==> src/rtl/fifo_word_splitter.sv <==
// Splits 4*NIBBLES-bit words into nibbles and writes them into a 4-bit FIFO one per cycle.
// Optional build macro SPLIT_LSB_FIRST_EN selects least-significant-nibble-first order.
module fifo_word_splitter #(
  parameter int NIBBLES = 4
) (
  input  logic                   clk,
  input  logic                   rst,
  input  logic                   in_valid,
  input  logic [4*NIBBLES-1:0]   in_data,
  output logic                   in_ready,
  input  logic                   fifo_full,
  output logic                   fifo_en,
  output logic [3:0]             fifo_data,
  output logic                   busy,
  output logic [7:0]             word_cnt
);

  localparam int DATA_W = 4 * NIBBLES;
  localparam int IDX_W  = $clog2(NIBBLES);

  typedef enum logic {IDLE = 1'b0, SEND = 1'b1} state_t;

  state_t              state, state_nxt;
  logic [DATA_W-1:0]   hold;
  logic [IDX_W-1:0]    idx;
  logic [7:0]          cnt;
  logic                last, wr, rdy, accept;

  function automatic logic [3:0] nibble_sel(input logic [DATA_W-1:0] w,
                                            input logic [IDX_W-1:0]  i);
    int k;
    k = int'(i);
`ifdef SPLIT_LSB_FIRST_EN
    nibble_sel = w[4*k +: 4];
`else
    nibble_sel = w[4*(NIBBLES-1-k) +: 4];
`endif
  endfunction

  assign last   = (idx == IDX_W'(NIBBLES-1));
  assign wr     = (state == SEND) && !fifo_full;
  // The last-nibble write cycle doubles as an accept slot so words stream without a bubble.
  assign rdy    = (state == IDLE) || (wr && last);
  assign accept = in_valid && rdy;

  always_ff @(posedge clk) begin
    if (!rst) state <= IDLE;
    else      state <= state_nxt;
  end

  always_comb begin
    state_nxt = state;
    case (state)
      IDLE: if (in_valid) state_nxt = SEND;
      SEND: if (wr && last) state_nxt = in_valid ? SEND : IDLE;
      default: state_nxt = IDLE;
    endcase
  end

  always_comb begin
    in_ready  = 1'b0;
    fifo_en   = 1'b0;
    fifo_data = 4'd0;
    busy      = 1'b0;
    if (rst) begin
      in_ready = rdy;
      if (state == SEND) begin
        busy      = 1'b1;
        fifo_en   = !fifo_full;
        fifo_data = nibble_sel(hold, idx);
      end
    end
  end

  // Word holding register, nibble index and completed-word counter
  always_ff @(posedge clk) begin
    if (!rst) begin
      hold <= '0;
      idx  <= '0;
      cnt  <= 8'd0;
    end else begin
      if (accept) begin
        hold <= in_data;
        idx  <= '0;
      end else if (wr) begin
        idx  <= idx + IDX_W'(1);
      end
      if (wr && last) cnt <= cnt + 8'd1;
    end
  end

  assign word_cnt = cnt;

endmodule
==> config.mk <==
export PLATFORM = sky130hd
export DESIGN_NAME = fifo_word_splitter
export DESIGN_NICKNAME = d
export VERILOG_FILES = /design/src/rtl/fifo_word_splitter.sv
export SDC_FILE = /design/constraint.sdc
export NUM_CORES = 1
export LEC_CHECK = 0
export BUFFER_PORTS_ARGS = -buffer_cell sky130_fd_sc_hd__buf_2
export CAP_MARGIN = 20
export CORE_MARGIN = 1
export CORE_UTILIZATION = 35
export CTS_CLUSTER_SIZE = 40
export DETAILED_ROUTE_END_ITERATION = 10
export PLACE_DENSITY = 0.68
export REMOVE_ABC_BUFFERS = 1
export SYNTH_ARGS = -nofsm -noshare
export SYNTH_HDL_FRONTEND = slang
export SYNTH_SLANG_ARGS = --single-unit
==> constraint.sdc <==
create_clock -name clk -period 1.6 [get_ports clk]
set_clock_uncertainty 0.1 [all_clocks]
set_input_delay 0.32 -clock clk [delete_from_list [all_inputs] [get_ports clk]]
set_output_delay 0.32 -clock clk [all_outputs]
set_load 0.05 [all_outputs]
=== Word-level counts from Yosys, hierarchy flattened ===
Cells that the tools add are included.

* Flip-flop bits (word level): 27
* Input port bits: 20
* Output and inout bits: 15
* Logic and storage cells: 27

* $add $sub $neg: 3
* Equal/unequal tests: 1
* Shift-type cells: 1
* Multiplexer cells: 10
* Bitwise logic cells: 2
* Reductions and logical operators: 6

{| class="wikitable"
|+ Operator list
! operator !! count
|-
| 16-bit by 5-bit variable part select with 4-bit output || 1
|-
| 8-bit by 1-bit adder with 8-bit output, second input constant || 1
|-
| 4-bit two-way mux || 2
|-
| 1-bit two-way mux || 7
|-
| 1-bit logical AND || 3
|-
| 2-bit by 2-bit subtractor with 3-bit output, first input constant || 1
|-
| 2-bit by 1-bit adder with 2-bit output, second input constant || 1
|-
| 2-bit equality test, second input constant || 1
|-
| 1-bit inverter || 2
|-
| 1-bit case mux with 2 select lines || 1
|-
| 2-bit OR reduction || 1
|-
| 1-bit logical NOT || 1
|-
| 1-bit logical OR || 1
|}

=== Longest topological paths before layout ===
Gate-level depths: netlist of the first run.

* Depth in word-level cells: 6
* Gate-level depth with buffers: 7
* Depth with buffers taken out: 5

=== Least setup slack after synthesis of the first run ===
Ideal clock, no wire load.

* Path kind: register to output
* From: reg idx[1]
* To: out in_ready
* Data arrival time: 1.879 ns
* Required time: 1.180 ns
* Path slack: -0.699 ns
* Cell stages (with the launch flop): 4
* Buffers on the path: 0
* Cell sequence: dfxtp_1 ha_1 nand2b_1 a21boi_0

* Longest elaborated chain between the ends: 4

{| class="wikitable"
|+ Ends and longest elaborated chain
! item !! line !! RTL
|-
| start: declaration || 25 || <nowiki>logic [IDX_W-1:0] idx;</nowiki>
|-
| start signal: assignment || 86 || <nowiki>idx <= idx + IDX_W'(1);</nowiki>
|-
| 2-bit equality test || 40 || <nowiki>assign last = (idx == IDX_W'(NIBBLES-1));</nowiki>
|-
| 1-bit logical AND || 43 || <nowiki>assign rdy = (state == IDLE) || (wr && last);</nowiki>
|-
| 1-bit logical OR || 43 ||
|-
| 1-bit two-way mux || 65 || <nowiki>if (rst) begin</nowiki>
|-
| end: declaration || 10 || <nowiki>output logic in_ready,</nowiki>
|}

No other way between the ends.

=== Final worst setup path of the first run ===
* From: reg idx[0]
* To: out fifo_data[0]

* Longest elaborated chain between the ends: 4

{| class="wikitable"
|+ Ends and longest elaborated chain
! item !! line !! RTL
|-
| 2-bit by 2-bit subtractor with 3-bit output || 36 || <nowiki>nibble_sel = w[4*(NIBBLES-1-k) +: 4];</nowiki>
|-
| 16-bit by 5-bit variable part select with 4-bit output || 36 ||
|-
| 4-bit two-way mux || 67 || <nowiki>if (state == SEND) begin</nowiki>
|-
| 4-bit two-way mux || 65 ||
|-
| end: declaration || 13 || <nowiki>output logic [3:0] fifo_data,</nowiki>
|}

No other way between the ends.

==> results.md, run 1 <==
- All-Layer GR Usage: between 10 and 15%
- Pleak: roughly 0.85 nW
- Clock share of power: about 24%
- Tightest Pin Transition: approximately 0.34 ns
- Rel. slew slack: just under 80%
- Initial antenna violation count: 0
- Post-Syn Area: 1250 um2
- Synthesis-stage register bit count: 27
- I/O pins: 35
- Row count: 21
- CP required: between 1 and 1.5 ns
- H-tree levels: 1
- Die X: approximately 62 um
- Flop pwr share: between 50% and 60%
- Vias per inst: around 4.7
- Fin crit share: 127%
- Total CTS buffers: 3
- Die area: between 3000 and 4000 um2
- RSZ-0062 raised after global routing: yes
- Syn_area_per_cell: 10.8 um2
- Pwr Density: 663 nW/um2
- CP Capture Type: output pin
- Core area: 3390 um2
- WP data arrival: between 1.5 and 2 ns
- Net Sw Frac: 25.5%
- Crit path buf inv count: 2
- Max Freq: 492 MHz
- Reg clk slew, reported paths: about 0.15 ns
- Chip height: approximately 62 um
- Final TNS setup: -2.91 ns
- Detail Route Antenna Nets: 0
- Post-Layout Cell Count: roughly 210
- Slew Limit Fails: 0
- Crit path launch type: flop
- Final worst setup slack: -0.432 ns
- Final HPWL DP: between 1.5 and 2 mm
- Starting density of the core: 36.8%
- First-pass GRT wire length: 4.02 mm
- Worst hold path type: in2reg
- Fin. Hold Viols: 0
- Synth area leader: dfxtp_1
- Worst skew pair latency: about 0.32 ns
- DP Cell Count: between 200 and 250
- Clock sinks: 27
- Area Overhead vs Synth: 49.0%
- DRT iter0 DRCs: 17
- Vias: 995
- CP delay by family, top: multiplexers
- Internal power: 0.000920 W
- Status: finished with violations
- Root buf cell: clkbuf_4
- Failing checks: negative setup slack
- Endpoints failing setup: 24
- Worst-path maximum fanout: 3
- Max-capacitance violation count: 0
- Combinational share of power: 17.8%
- Cells after synthesis: about 120
- Minimum clock period: approximately 2 ns
- GPL Wtd Cong: about 0.75
- Crit-path cells: buf_6 -> mux4_2 -> and2_4 -> buf_8
- CP Class: reg2out
- Vias in the first global route: just over 900
- Net Sw Power: approximately 0.00031 W
- Fraction of layout cells with a size suffix above 1: a little under half
- Register area share after synthesis: approximately 43%
- Port bufs: 34
- Synth area leaders: dfxtp_1 43%, mux2i_1 14%, nor2b_1 9.5%, mux4_2 7.2%, and2_1 4.5%
- Worst path max stage delay: 0.49 ns
- CTS tree: yes
- Fin nets: 190
- Post-route DRC violation count: 0
- Clk buf depth: 2
- Yosys Warn Count: 0
- Largest net degree at the start of global routing: 26
- Total grt overflow: 0
- WL per Instance: roughly 13 um
- Peak supply drop: roughly 0.29 mV
- Pre-antenna DRT Iters: 3
- DRT Wirelength: 2.83 mm
- Share of the synthesized area in the top cell type: a little over two fifths
- Slowest-stage cell, CP: mux4_2
- Number of antenna diodes: 0
- Yosys cell types: 28
==> power by group through the flow <==
stage          Sequential, W  Combinational [W]  Clock [W]
3_5_place_dp        0.000729           0.000176          0
4_1_cts             0.000715           0.000196   0.000303
5_1_grt             0.000719           0.000237   0.000331
6_report            0.000715           0.000220   0.000299
2_1_floorplan       0.000727           0.000106          0
3_3_place_gp        0.000729           0.000171          0
==> cells in the mapped netlist <==
| cell | n |
|---|---|
| a21boi_0 | 1 |
| a21boi_1 | 3 |
| a21oi_1 | 1 |
| and2_0 | 1 |
| and2_1 | 9 |
| buf_2 | 1 |
| buf_4 | 1 |
| buf_6 | 1 |
| clkbuf_1 | 2 |
| dfxtp_1 | 27 |
| ha_1 | 2 |
| inv_1 | 1 |
| mux2i_1 | 18 |
| mux4_2 | 4 |
| nand2_1 | 1 |
| nand2b_1 | 3 |
| nand3_1 | 3 |
| nand3b_2 | 1 |
| nand4_1 | 1 |
| nor2_1 | 2 |
| nor2b_1 | 19 |
| nor3_1 | 1 |
| nor4_1 | 2 |
| o21ai_0 | 2 |
| or2_1 | 1 |
| or3_1 | 2 |
| xnor2_1 | 2 |
| xor2_1 | 4 |
==> state kept, by name, indices dropped and copies added (netlist names) <==
register,cells
hold,16
idx,2
state,1
word_cnt,8
==> area by class of cell <==
type | count | area, um2
clock buffer | 4 | 26.3
sequential | 27 | 546
multi-input combinational | 83 | 803
tap | 46 | 57.6
fill | 282 | 1530
timing repair buffer | 52 | 424
inverter | 1 | 3.75
==> stage by stage <==
step	area, um2	total power (W)	setup WS (ns)	hold slack (ns)	util (%)
3_5_place_dp	1550	0.000905	-0.144	0.389	45.8
3_3_place_gp	1550	0.000899	-0.127	0.381	45.8
2_1_floorplan	1220	0.000833	-0.953	0.342	-
6_report	1860	0.00123	-0.432	0.148	54.9
5_1_grt	1860	0.00129	-0.489	0.146	54.9
4_1_cts	1710	0.00121	-0.446	0.148	50.4
==> worst reg2reg max path, stage by stage, from the launching register on <==
cell	delay (ns)
dfxtp_4	0.40
buf_6	0.11
ha_4	0.15
buf_6	0.11
nand3b_4	0.07
or2_1	0.25
or3_4	0.38
a21boi_2	0.14
==> worst paths after layout <==
check                                  from      endpoint  slack [ns]  cells after the start
worst max register to register       idx[0]   word_cnt[4]       -0.16                      7
worst min-delay path            in_data[12]      hold[12]        0.15                      3
worst min register to register  word_cnt[3]   word_cnt[3]        0.42                      2
worst max-delay path                 idx[0]  fifo_data[0]       -0.43                      4
==> cells in the final DEF (no fill, tap or decap), types with 2 or more instances in the layout <==
cell type / count
buf_2: 27
dfxtp_1: 25
mux2i_1: 18
nor2b_1: 18
buf_6: 9
buf_4: 8
and2_4: 5
and2_1: 5
buf_8: 5
mux4_2: 4
xor2_1: 4
clkbuf_4: 4
nand2b_4: 2
a21boi_2: 2
nor4_4: 2
o21ai_0: 2
nand3_1: 2
xnor2_1: 2
==> cells by family after synthesis <==
logic type	count (synthesis)	synth area share [%]
compound gates	7	3.61
flops	27	43.3
xor+xnor	6	4.21
mux	22	21.6
simple gates	46	22.4
buf+inv	6	2.81
fa+ha+maj	2	2.00
==> timing repair <==
| item | 4_1_cts | 5_1_grt |
|---|---|---|
| resized for setup | 32 | 23 |
| hold buffers | 0 | 0 |
| pin swaps | 6 | 16 |
| buffers inserted | 3 | 2 |
| setup endpoints to repair | 29 | 28 |
| gates cloned | 0 | 1 |
==> layer usage <==
metal	share of wire [%]	wire, um	global-route usage, %	vias up
met5	0	0	0	-
met4	0.95	27	4.76	0
met3	1.7	48	1.86	2
met2	53	1500	24.7	11
met1	44	1260	18.1	479
li1	-	-	-	503
(Power assumes the default switching activity.)
==> run 2, diff against run 1 <==
CTS_CLUSTER_SIZE = unset   (was 40)
PLACE_DENSITY = 0.66   (was 0.68)
clock period = 2.6 ns   (was 1.6 ns; I/O delays follow)
==> run 2 against run 1 <==
Via count is 5.9% lower; the flow now finishes without violations; setup slack better by 0.58 ns; hold slack better by 0.20 ns; register-to-register slack better by 0.79 ns; combinational power is 56% lower; critical path depth is 1 lower; final cell count is 7.5% lower; critical endpoint is now fifo_data[1]; sequential share of layout area is 6.9 points higher; sequential power is 38% lower; sequential cell count stayed put.
==> results.md, run 2 (same netlist as run 1, synthesis figures left out) <==
- CP Class: reg2out
- Pre-antenna DRT Iters: 3
- H-tree levels: 1
- Worst path max stage delay: between 0.5 and 0.6 ns
- Worst skew pair latency: between 0.3 and 0.4 ns
- Post-CTS resize count: 0
- Status: finished, final reports clean
- Max-capacitance violation count: 0
- Slew Limit Fails: 0
- Cts hold-fix bufs: 0
- Rel. slew slack: between 70 and 80%
- Pleak: ~0.66 nW
- Reg clk slew, reported paths: around 0.15 ns
- Vias: between 900 and 1k
- Largest net degree at the start of global routing: 28
- Post-route DRC violation count: 0
- Initial antenna violation count: 0
- Slowest-stage cell, CP: dfxtp_1
- Worst hold path type: in2reg
- WP data arrival: around 1.8 ns
- Final HPWL DP: 1.86 mm
- Final TNS setup: 0 ns
- Post-Layout Cell Count: just under 200
- Postcts setup bufs: 0
- Crit path launch type: flop
- Fraction of layout cells with a size suffix above 1: just over 30%
- Fin. Hold Viols: 0
- Core area: about 3400 um2
- Total grt overflow: 0
- Placed cell area: approximately 1500 um2
- Area Overhead vs Synth: 19.6%
- Total CTS buffers: 3
- Max reg flops: 16
- Commonest non-fill, non-tap cell in the layout: buf_2
- DP Cell Count: approximately 190
- Vias in the first global route: ~880
- Chip height: 61.7 um
- WL per Instance: approximately 13 um
- Fin nets: 174
- CP Capture Type: output pin
- Biggest register: hold
- Final worst setup slack: around 0.15 ns
- CP delay by family, top: flip-flops
- Crit-path cells: mux4_2 -> and2_1 -> buf_2
- Number of antenna diodes: 0
- Minimum clock period: around 2.4 ns
- Final hold slack: around 0.35 ns
- Die X: around 60 um
- CP required: between 1.5 and 2 ns
- Finished Cell Area: 1490 um2
- CP Depth: 3
- Hold Path Depth: 3
- Root buf cell: clkbuf_4
- Row count: 21
- Peak supply drop: about 0.16 mV
- Tightest Pin Transition: between 0.3 and 0.4 ns
- Pwr Density: between 400 and 500 nW/um2
- Place WS: 0.506 ns
- Fin crit share: a little over nine tenths
- Vias per inst: approximately 4.8
- RSZ-0062 raised after global routing: no
- Commonest non-fill, non-tap cells in the layout: 34 x buf_2, 27 x dfxtp_1, 19 x nor2b_1, 18 x mux2i_1, 9 x and2_1
- Detail Route Antenna Nets: 0
- All-Layer GR Usage: between 10% and 20%
- Die area: around 3800 um2
- Port bufs: 34
- Endpoints failing setup: 0
- GPL Wtd Cong: roughly 0.85
- DRT Wirelength: between 2 and 3 mm
- DRT iter0 DRCs: 15
- First-pass GRT wire length: between 3 and 4 mm
- Crit path buf inv count: 1
- Starting density of the core: 36.8%
- Register-to-Register Path Depth: 6
- Clk buf depth: 2
- Worst-path maximum fanout: 6
- Clock sinks: 27
- I/O pins: 35
- Max Freq: 408 MHz
- CTS tree: yes
==> run 2: changes by cell type in the layout (fill, tap and decap cells not counted), moves of 2 or more <==
cell,before,now
and2_1,5,9
and2_4,5,0
buf_2,27,34
buf_4,8,2
buf_6,9,0
buf_8,5,0
dfxtp_1,25,27
nand2b_1,1,3
nand2b_4,2,0
nor4_1,0,2
nor4_4,2,0
==> run 2: tightest hold or removal path, delay by kind of cell <==
family / cells / cell delay (ns)
AND/OR/NAND/NOR: 1 / 0.09
AO/OA/AOI/OAI: 1 / 0.04
buffers and inverters: 1 / 0.09
==> run 2: final cells by class <==
cell class / instances / area, um2
fillers: 324 / 1900
multi-input cells: 83 / 677
well taps: 46 / 57.6
clock buffers: 3 / 22.5
inverters: 1 / 3.75
flip-flops and latches: 27 / 541
repair buffers: 36 / 185
clock inverters: 1 / 7.51
==> run 2: final timing paths <==
kind / start / to / slack, ns
worst min-delay path: in_valid / state / 0.35
worst max register to register: idx[0] / hold[1] / 0.63
worst min register to register: hold[12] / hold[12] / 0.43
worst max-delay path: idx[0] / fifo_data[1] / 0.15
==> run 2: per-stage QoR <==
stage                     power, W  utilization (%)
after CTS                 0.000731             44.1
after global placement    0.000545             43.2
after global routing      0.000753             44.1
after floorplan           0.000513                -
final                     0.000721             44.1
after detailed placement  0.000549             43.2
==> run 2: power breakdown <==
group / internal (W) / switching [W] / total [W] / leakage (nW)
registers: 0.000431 / 0.0000119 / 0.000443 / 0.220
clock network: 0.0000587 / 0.000124 / 0.000183 / 0.0139
logic: 0.0000485 / 0.0000476 / 0.0000961 / 0.426
total: 0.000538 / 0.000183 / 0.000721 / 0.661
==> run 2: per-layer routing <==
layer | wire length, um | global-route usage (%)
met1 | 1120 | 15.9
met2 | 1250 | 22.6
met3 | 80 | 1.86
met4 | 50 | 7.62
met5 | 0 | 0
==> run 3, diff against run 2 <==
CTS_BUF_LIST = sky130_fd_sc_hd__clkbuf_8   (was unset)
==> run 3 against run 2 <==
Wire length is essentially flat; critical path type unchanged; sequential share of layout area shrank 0.45 points; largest cell class unchanged; via count shrank 0.43%; setup slack gained 0.069 ns; fmax grew 2.9%; register-to-register slack is essentially flat.
==> results.md, run 3 (same netlist as run 1, synthesis figures left out) <==
- Fraction of layout cells with a size suffix above 1: roughly 30%
- Crit path launch type: flop
- Post-route DRC violation count: 0
- Final TNS setup: 0 ns
- Max Freq: between 400 and 500 MHz
- I/O pins: 35
- Hold Path Origin: in_valid
- Reg area: 541 um2
- Vias: roughly 930
- Crit path launch: idx[0]
- Detail Route Antenna Nets: 0
- Minimum clock period: 2.38 ns
- FF-to-FF Start: idx[0]
- Final hold slack: roughly 0.4 ns
- CP Class: reg2out
- Net Sw Power: ~0.00019 W
- WL per Instance: about 13 um
- Tightest Pin Transition: roughly 0.4 ns
- DRT iter0 DRCs: 10
- Total CTS buffers: 3
- Total grt overflow: 0
- Peak supply drop: around 0.23 mV
- Port bufs: 34
- Clock share of power: a little under a third
- Max reg flops: 16
- Tot Pwr: 0.000775 W
- Vias per inst: approximately 4.7
- Cts hold-fix bufs: 0
- Status: finished, final reports clean
- CP Capture Type: output pin
- Die area: 3810 um2
- Placed cell area: about 1500 um2
- Pre-antenna DRT Iters: 3
- Endpoints failing setup: 0
- Chip height: about 60 um
- First-pass GRT wire length: ~3.7 mm
- Reg clk slew, reported paths: 0.09 ns
- Clock sinks: 27
- Fin nets: 174
- Internal power: just under 0.0006 W
- Area of the multi-input gates: ~680 um2
- Flop pwr share: 57.0%
- Starting density of the core: roughly 37%
- Core area: 3390 um2
- H-tree levels: 1
- WP data arrival: ~1.8 ns
- Die X: a little over 60 um
- Largest net degree at the start of global routing: 28
- Place WS: just over 0.5 ns
- Row count: 21
- Final HPWL DP: 1.86 mm
- Pleak: about 0.67 nW
- Commonest non-fill, non-tap cells in the layout: 34 x buf_2, 27 x dfxtp_1, 19 x nor2b_1, 18 x mux2i_1, 9 x and2_1
- Vias in the first global route: ~870
- Area Overhead vs Synth: 21.1%
- Commonest non-fill, non-tap cell in the layout: buf_2
- Finished Cell Area: 1510 um2
- Final worst setup slack: 0.220 ns
- CP required: 1.98 ns
- Number of antenna diodes: 0
- Postcts setup bufs: 0
- Root buf cell: clkbuf_8
- Fin. Hold Viols: 0
- Net Sw Frac: 24.2%
- Pwr Density: around 510 nW/um2
- Post-CTS resize count: 0
- Biggest register: hold
- Clk buf depth: 2
- Combinational share of power: approximately 12%
- GPL Wtd Cong: ~0.85
- All-Layer GR Usage: between 10% and 20%
- DRT Wirelength: about 2.5 mm
- Fin crit share: about 92%
- Slew Limit Fails: 0
- Worst hold path type: in2reg
- Worst-path maximum fanout: 6
- Initial antenna violation count: 0
- Max-capacitance violation count: 0
- Worst skew pair latency: ~0.27 ns
- CTS tree: yes
- RSZ-0062 raised after global routing: no
- Rel. slew slack: approximately three quarters
- Fill cell count: about 320
[run 3: cell counts in the layout (fill, tap and decap cells not counted)]
No cell type changed its count.
[run 3: power by group through the flow]
stage / Combinational, W / Clock (W) / Sequential (W)
detailed placement: 0.0000973 / 0 / 0.000452
finish: 0.0000960 / 0.000237 / 0.000442
global route: 0.000104 / 0.000261 / 0.000445
floorplan: 0.0000651 / 0 / 0.000448
global placement: 0.0000938 / 0 / 0.000451
CTS: 0.0000973 / 0.000245 / 0.000442
[run 3: worst paths after layout]
path             endpoint  slack (ns)  cells after the start
max          fifo_data[1]        0.22                      3
min                 state        0.40                      3
min reg2reg       hold[0]        0.42                      2
max reg2reg       hold[1]        0.64                      6
[run 3: area by class of cell]
class | instances | share of cell area [%]
multi-input cells | 83 | 44.7
well taps | 46 | 3.80
repair buffers | 36 | 12.2
flip-flops and latches | 27 | 35.7
inverters | 1 | 0.248
clock inverters | 1 | 0.496
clock buffers | 3 | 2.73
[run 3: stage by stage]
stage | util (%) | std cells
global route | 44.6 | 197
global placement | 43.2 | 193
finish | 44.6 | 197
detailed placement | 43.2 | 193
CTS | 44.6 | 197
floorplan | - | 111
[run 3: metal layers]
| metal | routed length, um | track usage, % | up-vias |
|---|---|---|---|
| li1 | - | - | 471 |
| met1 | 1100 | 15.9 | 444 |
| met2 | 1270 | 22.6 | 13 |
| met3 | 80 | 1.86 | 4 |
| met4 | 52 | 8.57 | 0 |
| met5 | 0 | 0 | - |
[run 3: worst max-delay path: stages, from the launching register on]
cell and delay [ns]:
dfxtp_1 0.57, mux4_2 0.56, and2_1 0.17, buf_2 0.20
